[config.mk]
export PLATFORM = sky130hd
export DESIGN_NAME = spike_emitter
export DESIGN_NICKNAME = d
export VERILOG_FILES = /design/src/rtl/spike_emitter.sv
export SDC_FILE = /design/constraint.sdc
export NUM_CORES = 1
export LEC_CHECK = 0
export ABC_AREA = 1
export BUFFER_PORTS_ARGS = -buffer_cell sky130_fd_sc_hd__buf_2
export CORE_MARGIN = 2
export CORE_UTILIZATION = 50
export DETAILED_ROUTE_END_ITERATION = 16
export PLACE_DENSITY = 0.75
export REMOVE_ABC_BUFFERS = 1
export SLEW_MARGIN = 20
export SYNTH_ARGS = -nofsm -noshare
export SYNTH_HDL_FRONTEND = slang
export SYNTH_SLANG_ARGS = --single-unit
[constraint.sdc]
create_clock -name CLK -period 1.6 [get_ports CLK]
set_clock_uncertainty 0.05 [all_clocks]
set_input_delay 0.16 -clock CLK [delete_from_list [all_inputs] [get_ports CLK]]
set_output_delay 0.16 -clock CLK [all_outputs]
set_load 0.03 [all_outputs]
[src/rtl/spike_emitter.sv]
// rtl/spike_emitter.sv - emits one spike event per sorted pixel index; optional inter-event gap via SPIKE_EMITTER_GAP_EN
module spike_emitter #(
    parameter int IMAGE_SIZE      = 5,
    parameter int IMAGE_SIZE_BITS = $clog2(IMAGE_SIZE),
    parameter int INDEX_BITS      = 4,
    parameter int MAX_SPIKES      = IMAGE_SIZE,
    parameter int GAP_CYCLES      = 2
) (
    input  logic                       CLK,
    input  logic                       RST_N,
    input  logic [INDEX_BITS-1:0]      sorted_indexes [0:IMAGE_SIZE-1],
    input  logic                       sort_done,
    input  logic                       abort,
    input  logic                       event_ready,
    output logic                       event_valid,
    output logic [INDEX_BITS-1:0]      event_addr,
    output logic [IMAGE_SIZE_BITS:0]   event_rank,
    output logic                       event_last,
    output logic                       busy,
    output logic                       frame_done,
    output logic                       frame_overrun
);

    localparam int RW = IMAGE_SIZE_BITS + 1;

    if (MAX_SPIKES < 1 || MAX_SPIKES > IMAGE_SIZE || GAP_CYCLES < 0) begin : g_param_check
        $error("spike_emitter: illegal parameter combination");
    end

`ifdef SPIKE_EMITTER_GAP_EN
    localparam int GW = (GAP_CYCLES > 0) ? $clog2(GAP_CYCLES + 1) : 1;
    typedef enum logic [1:0] {IDLE, EMIT, GAP, FINISH} state_t;
    logic [GW-1:0] r_gap_cnt;
    logic [GW-1:0] w_gap_nxt;
`else
    typedef enum logic [1:0] {IDLE, EMIT, FINISH} state_t;
`endif

    state_t                r_state;
    state_t                w_state_nxt;
    logic [RW-1:0]         r_rank;
    logic [RW-1:0]         w_rank_nxt;
    logic [INDEX_BITS-1:0] r_buf [0:IMAGE_SIZE-1];
    logic                  r_overrun;
    logic                  w_overrun_nxt;
    logic                  w_capture;
    logic                  w_emit;
    logic                  w_last;
    logic [INDEX_BITS-1:0] w_addr;

    assign w_emit = (r_state == EMIT);
    assign w_last = (r_rank == RW'(MAX_SPIKES - 1));

    always_comb begin
        w_addr = '0;
        for (int i = 0; i < IMAGE_SIZE; i++) begin
            if (r_rank == RW'(i)) begin
                w_addr = r_buf[i];
            end
        end
    end

    always_comb begin
        w_state_nxt   = r_state;
        w_rank_nxt    = r_rank;
        w_overrun_nxt = r_overrun;
        w_capture     = 1'b0;
`ifdef SPIKE_EMITTER_GAP_EN
        w_gap_nxt     = r_gap_cnt;
`endif
        if (sort_done && r_state != IDLE) begin
            w_overrun_nxt = 1'b1;
        end
        case (r_state)
            IDLE: begin
                // abort outranks a simultaneous sort_done: no capture, overrun untouched
                if (sort_done && !abort) begin
                    w_capture     = 1'b1;
                    w_rank_nxt    = '0;
                    w_overrun_nxt = 1'b0;
                    w_state_nxt   = EMIT;
                end
            end
            EMIT: begin
                if (event_ready) begin
                    if (w_last) begin
                        w_state_nxt = FINISH;
                    end else begin
                        w_rank_nxt = r_rank + RW'(1);
`ifdef SPIKE_EMITTER_GAP_EN
                        if (GAP_CYCLES > 0) begin
                            w_state_nxt = GAP;
                            w_gap_nxt   = GW'(GAP_CYCLES);
                        end
`endif
                    end
                end
            end
`ifdef SPIKE_EMITTER_GAP_EN
            GAP: begin
                w_gap_nxt = r_gap_cnt - GW'(1);
                if (r_gap_cnt <= GW'(1)) begin
                    w_state_nxt = EMIT;
                end
            end
`endif
            FINISH: begin
                w_state_nxt = IDLE;
            end
            default: begin
                w_state_nxt = IDLE;
            end
        endcase
        if (abort && r_state != IDLE) begin
            w_state_nxt = IDLE;
            w_rank_nxt  = '0;
        end
    end

    always_ff @(posedge CLK or negedge RST_N) begin
        if (!RST_N) begin
            r_state   <= IDLE;
            r_rank    <= '0;
            r_overrun <= 1'b0;
`ifdef SPIKE_EMITTER_GAP_EN
            r_gap_cnt <= '0;
`endif
            for (int i = 0; i < IMAGE_SIZE; i++) begin
                r_buf[i] <= '0;
            end
        end else begin
            r_state   <= w_state_nxt;
            r_rank    <= w_rank_nxt;
            r_overrun <= w_overrun_nxt;
`ifdef SPIKE_EMITTER_GAP_EN
            r_gap_cnt <= w_gap_nxt;
`endif
            if (w_capture) begin
                for (int i = 0; i < IMAGE_SIZE; i++) begin
                    r_buf[i] <= sorted_indexes[i];
                end
            end
        end
    end

    // event fields are forced to zero outside EMIT so reset and idle look identical
    assign event_valid   = w_emit;
    assign event_addr    = w_emit ? w_addr : '0;
    assign event_rank    = w_emit ? r_rank : '0;
    assign event_last    = w_emit & w_last;
    assign busy          = (r_state != IDLE);
    assign frame_done    = (r_state == FINISH);
    assign frame_overrun = r_overrun;

endmodule

# After elaboration in Yosys (flattened, before gate mapping)
# Index checks and enable logic that the tools add are counted.
word_totals:
  ff_bits: 27
  latch_bits: 0
  mem_bits_rw: 0
  romBits: 0
  input_bits: 25
  out_inout_bits: 13
  elab_cells: 52
  memories: 0
classes:
  add_sub_neg: 1
  multipliers: 0
  div: 0
  order_cmp: 0
  eq_ne: 10
  shifts: 0
  muxes: 22
  n_bitwise: 1
  n_reduce_logical: 10
ops:
  columns: ["cell", "count"]
  rows:
  - ["4-bit 2-to-1 mux", 11]
  - ["4-bit by 2-bit == test with 1-bit output (second input constant)", 2]
  - ["2-bit 2-to-1 mux", 4]
  - ["4-bit one-hot mux with 2 select lines", 1]
  - ["3-bit by 2-bit != test with 1-bit output (second input constant)", 2]
  - ["1-bit 2-to-1 mux", 5]
  - ["4-bit by 1-bit adder with 4-bit output (second input constant)", 1]
  - ["4-bit by 1-bit == test with 1-bit output (second input constant)", 1]
  - ["4-bit by 3-bit == test with 1-bit output (second input constant)", 1]
  - ["4-bit zero test", 1]
  - ["2-bit one-hot mux with 2 select lines", 1]
  - ["4-bit AND reduction", 1]
  - ["1-bit logical AND", 3]
  - ["3-bit by 1-bit != test with 1-bit output (second input constant)", 1]
  - ["3-bit != test (second input constant)", 1]
  - ["3-bit AND reduction", 1]
  - ["3-bit nonzero test", 1]
  - ["2-bit by 1-bit == test with 1-bit output (second input constant)", 1]
  - ["2-bit == test (second input constant)", 1]
  - ["2-bit zero test", 1]
  - ["2-bit nonzero test", 1]
  - ["1-bit bitwise AND", 1]
  - ["1-bit zero test", 1]

# Longest topological paths before layout
depth:
  word_depth: 7
  depth_mapped: 10
  ltp_nobuf: 10

# Worst setup path after synthesis
# Ideal clock, no wire load.
synth_timing:
  kind: "register to output"
  start: "register r_rank[0]"
  end: "output event_addr[0]"
  arrival_time_ns: 1.522
  required_time_ns: 1.390
  slack_ns: -0.132
  stages_incl_launch_ff: 9
  n_path_buf: 0
  path_cell_list: "dfrtp_1 -> inv_1 -> ha_1 -> nand2_1 -> nor2_2 -> nand2_2 -> inv_1 -> nand2_1 -> nand2_1"
synth_between:
  elab_chain_len: 7
  word_cells_on_any_way: 11
  classes_between: "eq/ne (4); mux (6); reduce/logical (1)"
synth_rtl:
  columns: ["item", "line", "rtl"]
  rows:
  - ["from (decl)", "41", "logic [RW-1:0] r_rank;"]
  - ["from (signal assigned)", "133", "r_rank <= w_rank_nxt;"]
  - ["4-bit zero test", "57", "if (r_rank == RW'(i)) begin"]
  - ["4-bit 2-to-1 mux (4 in a row)", "57", null]
  - ["4-bit 2-to-1 mux *", "57", null]
  - ["4-bit 2-to-1 mux *", "148", "assign event_addr = w_emit ? w_addr : '0;"]
  - ["to (decl)", "16", "output logic [INDEX_BITS-1:0] event_addr,"]
# Mark *: on every way between the ends. The rest lies on a longest branch, timed or not.

# Worst setup path in the final report
layout_timing:
  start: "register r_rank[1]"
  end: "output event_addr[1]"
# Same word-level chain as after synthesis.

==> results.yml <==
timing:
  slew_headroom_pct: 60.7
  final-max-slew-violation-count: 0
  tightest_slew_ns: 0.590
  finalSetupViolations: 5
  fin_ws_ns: -0.326
  period_minus_slack_ns: 1.93
  fin_crit_sh_pct: 120
  grt_setup_unrepaired: "true"
  max_freq_mhz: 519
  hold_viol: 0
critical_path:
  worstSetupStartpointType: "flop"
  r2r_start: "r_state[1]"
  critical_path_required_ns: 1.39
  crit_arrival_ns: 1.72
  cp_max_fo: 4
  worstSetupPathType: "flop to output port"
  crit_path_end_kind: "output port"
  startpoint: "r_rank[1]"
place:
  io_buffers: 37
  pre_cts_ws_ns: -0.0685
  dp_cells: 276
  dp_hpwl_um: 2490
  gp_congestion: 0.862
hold_path:
  hold_path.startpoint: "sort_done"
  hold_path.class: "input pin to flop"
run_status:
  violations: "setup timing"
  status: "complete, but fails checks"
yosys:
  netlist_instances: 184
  syn-cell-area_sq_um: 1620
  synth_edf_count: 0
  ys_types: 20
  yosys.area.top_type_share_pct: 41.7
  synth_most_common_cell: "nand2_1"
  ys.flop_type: "dfrtp_1"
  yosysWarnings: 0
  synth_common_cells: "nand2_1, dfrtp_1, nand3_1"
  ys_seq_area_share_pct: 41.7
  syn_avg_cell_area_sq_um: 8.80
  synth.ff_latch_count: 27
  synth_area_leader_cell: "dfrtp_1"
  synth_area_leaders: "dfrtp_1, mux2_4, nand2_1"
  ys_async_sr_fraction_pct: 100
drt:
  antenna_left: 0
  wirelength_um: 3520
  drt-initial-drc-count: 32
  post-route-drc-count: 0
  post_drt_wl_per_cell_um: 12.1
  vias_per_cell: 4.82
  dr.pass1.iters: 4
  vias: 1407
die:
  ios: 38
  die_area_sq_um: 3710
  core_area_sq_um: 3080
  num_rows: 20
  initial_utilization_pct: 52.6
  die_w_um: 60.9
  die_h_um: 60.9
global_routing:
  track_usage_pct: 19.8
  antenna_found_initial: 0
  overflow: 0
  grt_pass1_wl_um: 5510
  grt_pass1_vias: 1260
  grt_max_degree: 28
pwr:
  ir_drop_uv: 984
  p_per_area_nw_per_um2: 1510
  power_leakage_nw: 1.23
  finalPower_mw: 3.39
final_layout:
  final_util_pct: 72.6
  fill_cells: 245
  stdcell_count: 292
  drive_gt1_share_pct: 44.8
  synthToLayoutAreaGrowth_pct: 38.1
  final_nets: 278
  diodes: 0
clock_network:
  clk_latency_ns: 0.32
  cts-root-buf: "clkbuf_4"
  cts_tree: "built"
  clk_pin_slew_ns: 0.14
  h-tree-depth: 1
  clock_path_buffers: 2
  numCtsBuffers: 3
  cts.sinks: 27
flow_run:
  maxCapViolCount: 0
## metrics by stage
step	cell area [sq um]	hold slack (ns)	setup TNS, ns
after floorplan	1590	-0.186	-1.60
after global placement	1950	0.151	-0.0633
after detailed placement	1950	0.149	-0.253
after CTS	2130	0.00491	-1.52
after global routing	2240	0.000265	-2.08
final	2240	0.0132	-1.36
## timing repair
action / 4_1_cts / 5_1_grt
gates resized for setup: 22 / 28
buffers inserted: 2 / 2
hold buffers: 8 / 0
hold endpoints to repair: 34 / 0
setup endpoints to repair: 9 / 10
gates cloned: 0 / 0
pin swaps: 6 / 6
## path summary, 6_finish.rpt
kind | endpoint | slack (ns) | cells past startpoint
worst max-delay path | event_addr[1] | -0.33 | 11
worst min-delay path | frame_overrun | 0.01 | 3
worst max register to register | r_buf[12] | 0.12 | 5
worst min register to register | frame_overrun | 0.45 | 2
max in group asynchronous | r_state[0] | 0.78 | 2
min in group asynchronous | r_state[1] | 0.31 | 2
## area by class of cell
| cell class | instances | area, sq um | share of cell area (%) |
|---|---|---|---|
| clock buffers | 4 | 26.3 | 1.18 |
| inverters | 17 | 68.8 | 3.08 |
| multi-input cells | 137 | 938 | 42.0 |
| flip-flops and latches | 27 | 678 | 30.3 |
| well taps | 44 | 55.1 | 2.46 |
| repair buffers | 63 | 469 | 21.0 |
## layer usage
metal  global-route usage (%)  share of wire [%]  up-vias
li1                         -                  -      714
met1                     26.3                 45      647
met2                     33.6                 50       42
met3                     4.69                4.6        4
met4                     3.42               0.85        0
met5                        0                  0        -
## cells by family (layout without fill, tap and decap cells)
kind of cell / count (synthesis) / count (layout) / share of synthesized area [%]
simple gates: 110 / 110 / 29.8
flops: 27 / 27 / 41.7
mux: 20 / 20 / 18.3
buf+inv: 20 / 84 / 5.95
fa+ha+maj: 4 / 4 / 3.09
compound gates: 3 / 3 / 1.08
## power breakdown
part | switching (mW) | internal, mW | total [mW] | leakage, nW
Combinational | 0.949 | 0.955 | 1.90 | 0.886
Sequential | 0.222 | 0.973 | 1.20 | 0.325
Clock | 0.189 | 0.0976 | 0.287 | 0.0150
## sequential cells by signal (all words and copies together), names as in the netlist
register,cells
r_buf,20
r_rank,4
r_state,2
frame_overrun,1
## critical path, cell delays in order (launching register included)
cell and delay, ns:
dfrtp_1 0.44, inv_2 0.12, ha_4 0.16, inv_2 0.04, nor2_4 0.11, nand3_2 0.08
nand2_2 0.07, nand2_1 0.04, nand2_1 0.05, nand2_1 0.05, nand2_1 0.09, buf_6 0.14
## placed cells by master (no fill, tap or decap)
cell type,instances
clkbuf_4,3
dlygate4sd3_1,8
nand2_4,2
nand3_1,19
o21ai_2,1
inv_4,2
dfrtp_1,25
nand3_2,2
nor2_1,14
ha_4,3
nor2_4,4
buf_12,1
nand3b_1,1
nand4_1,1
nand2_2,9
buf_4,17
mux2_2,1
inv_1,11
nor2_2,4
inv_2,4
dfrtp_2,2
ha_1,1
nand2_1,54
o21ai_0,1
a21boi_0,1
mux2_4,19
clkbuf_1,1
buf_6,9
buf_2,28
Note: power is estimated with default switching activity, not from simulation.
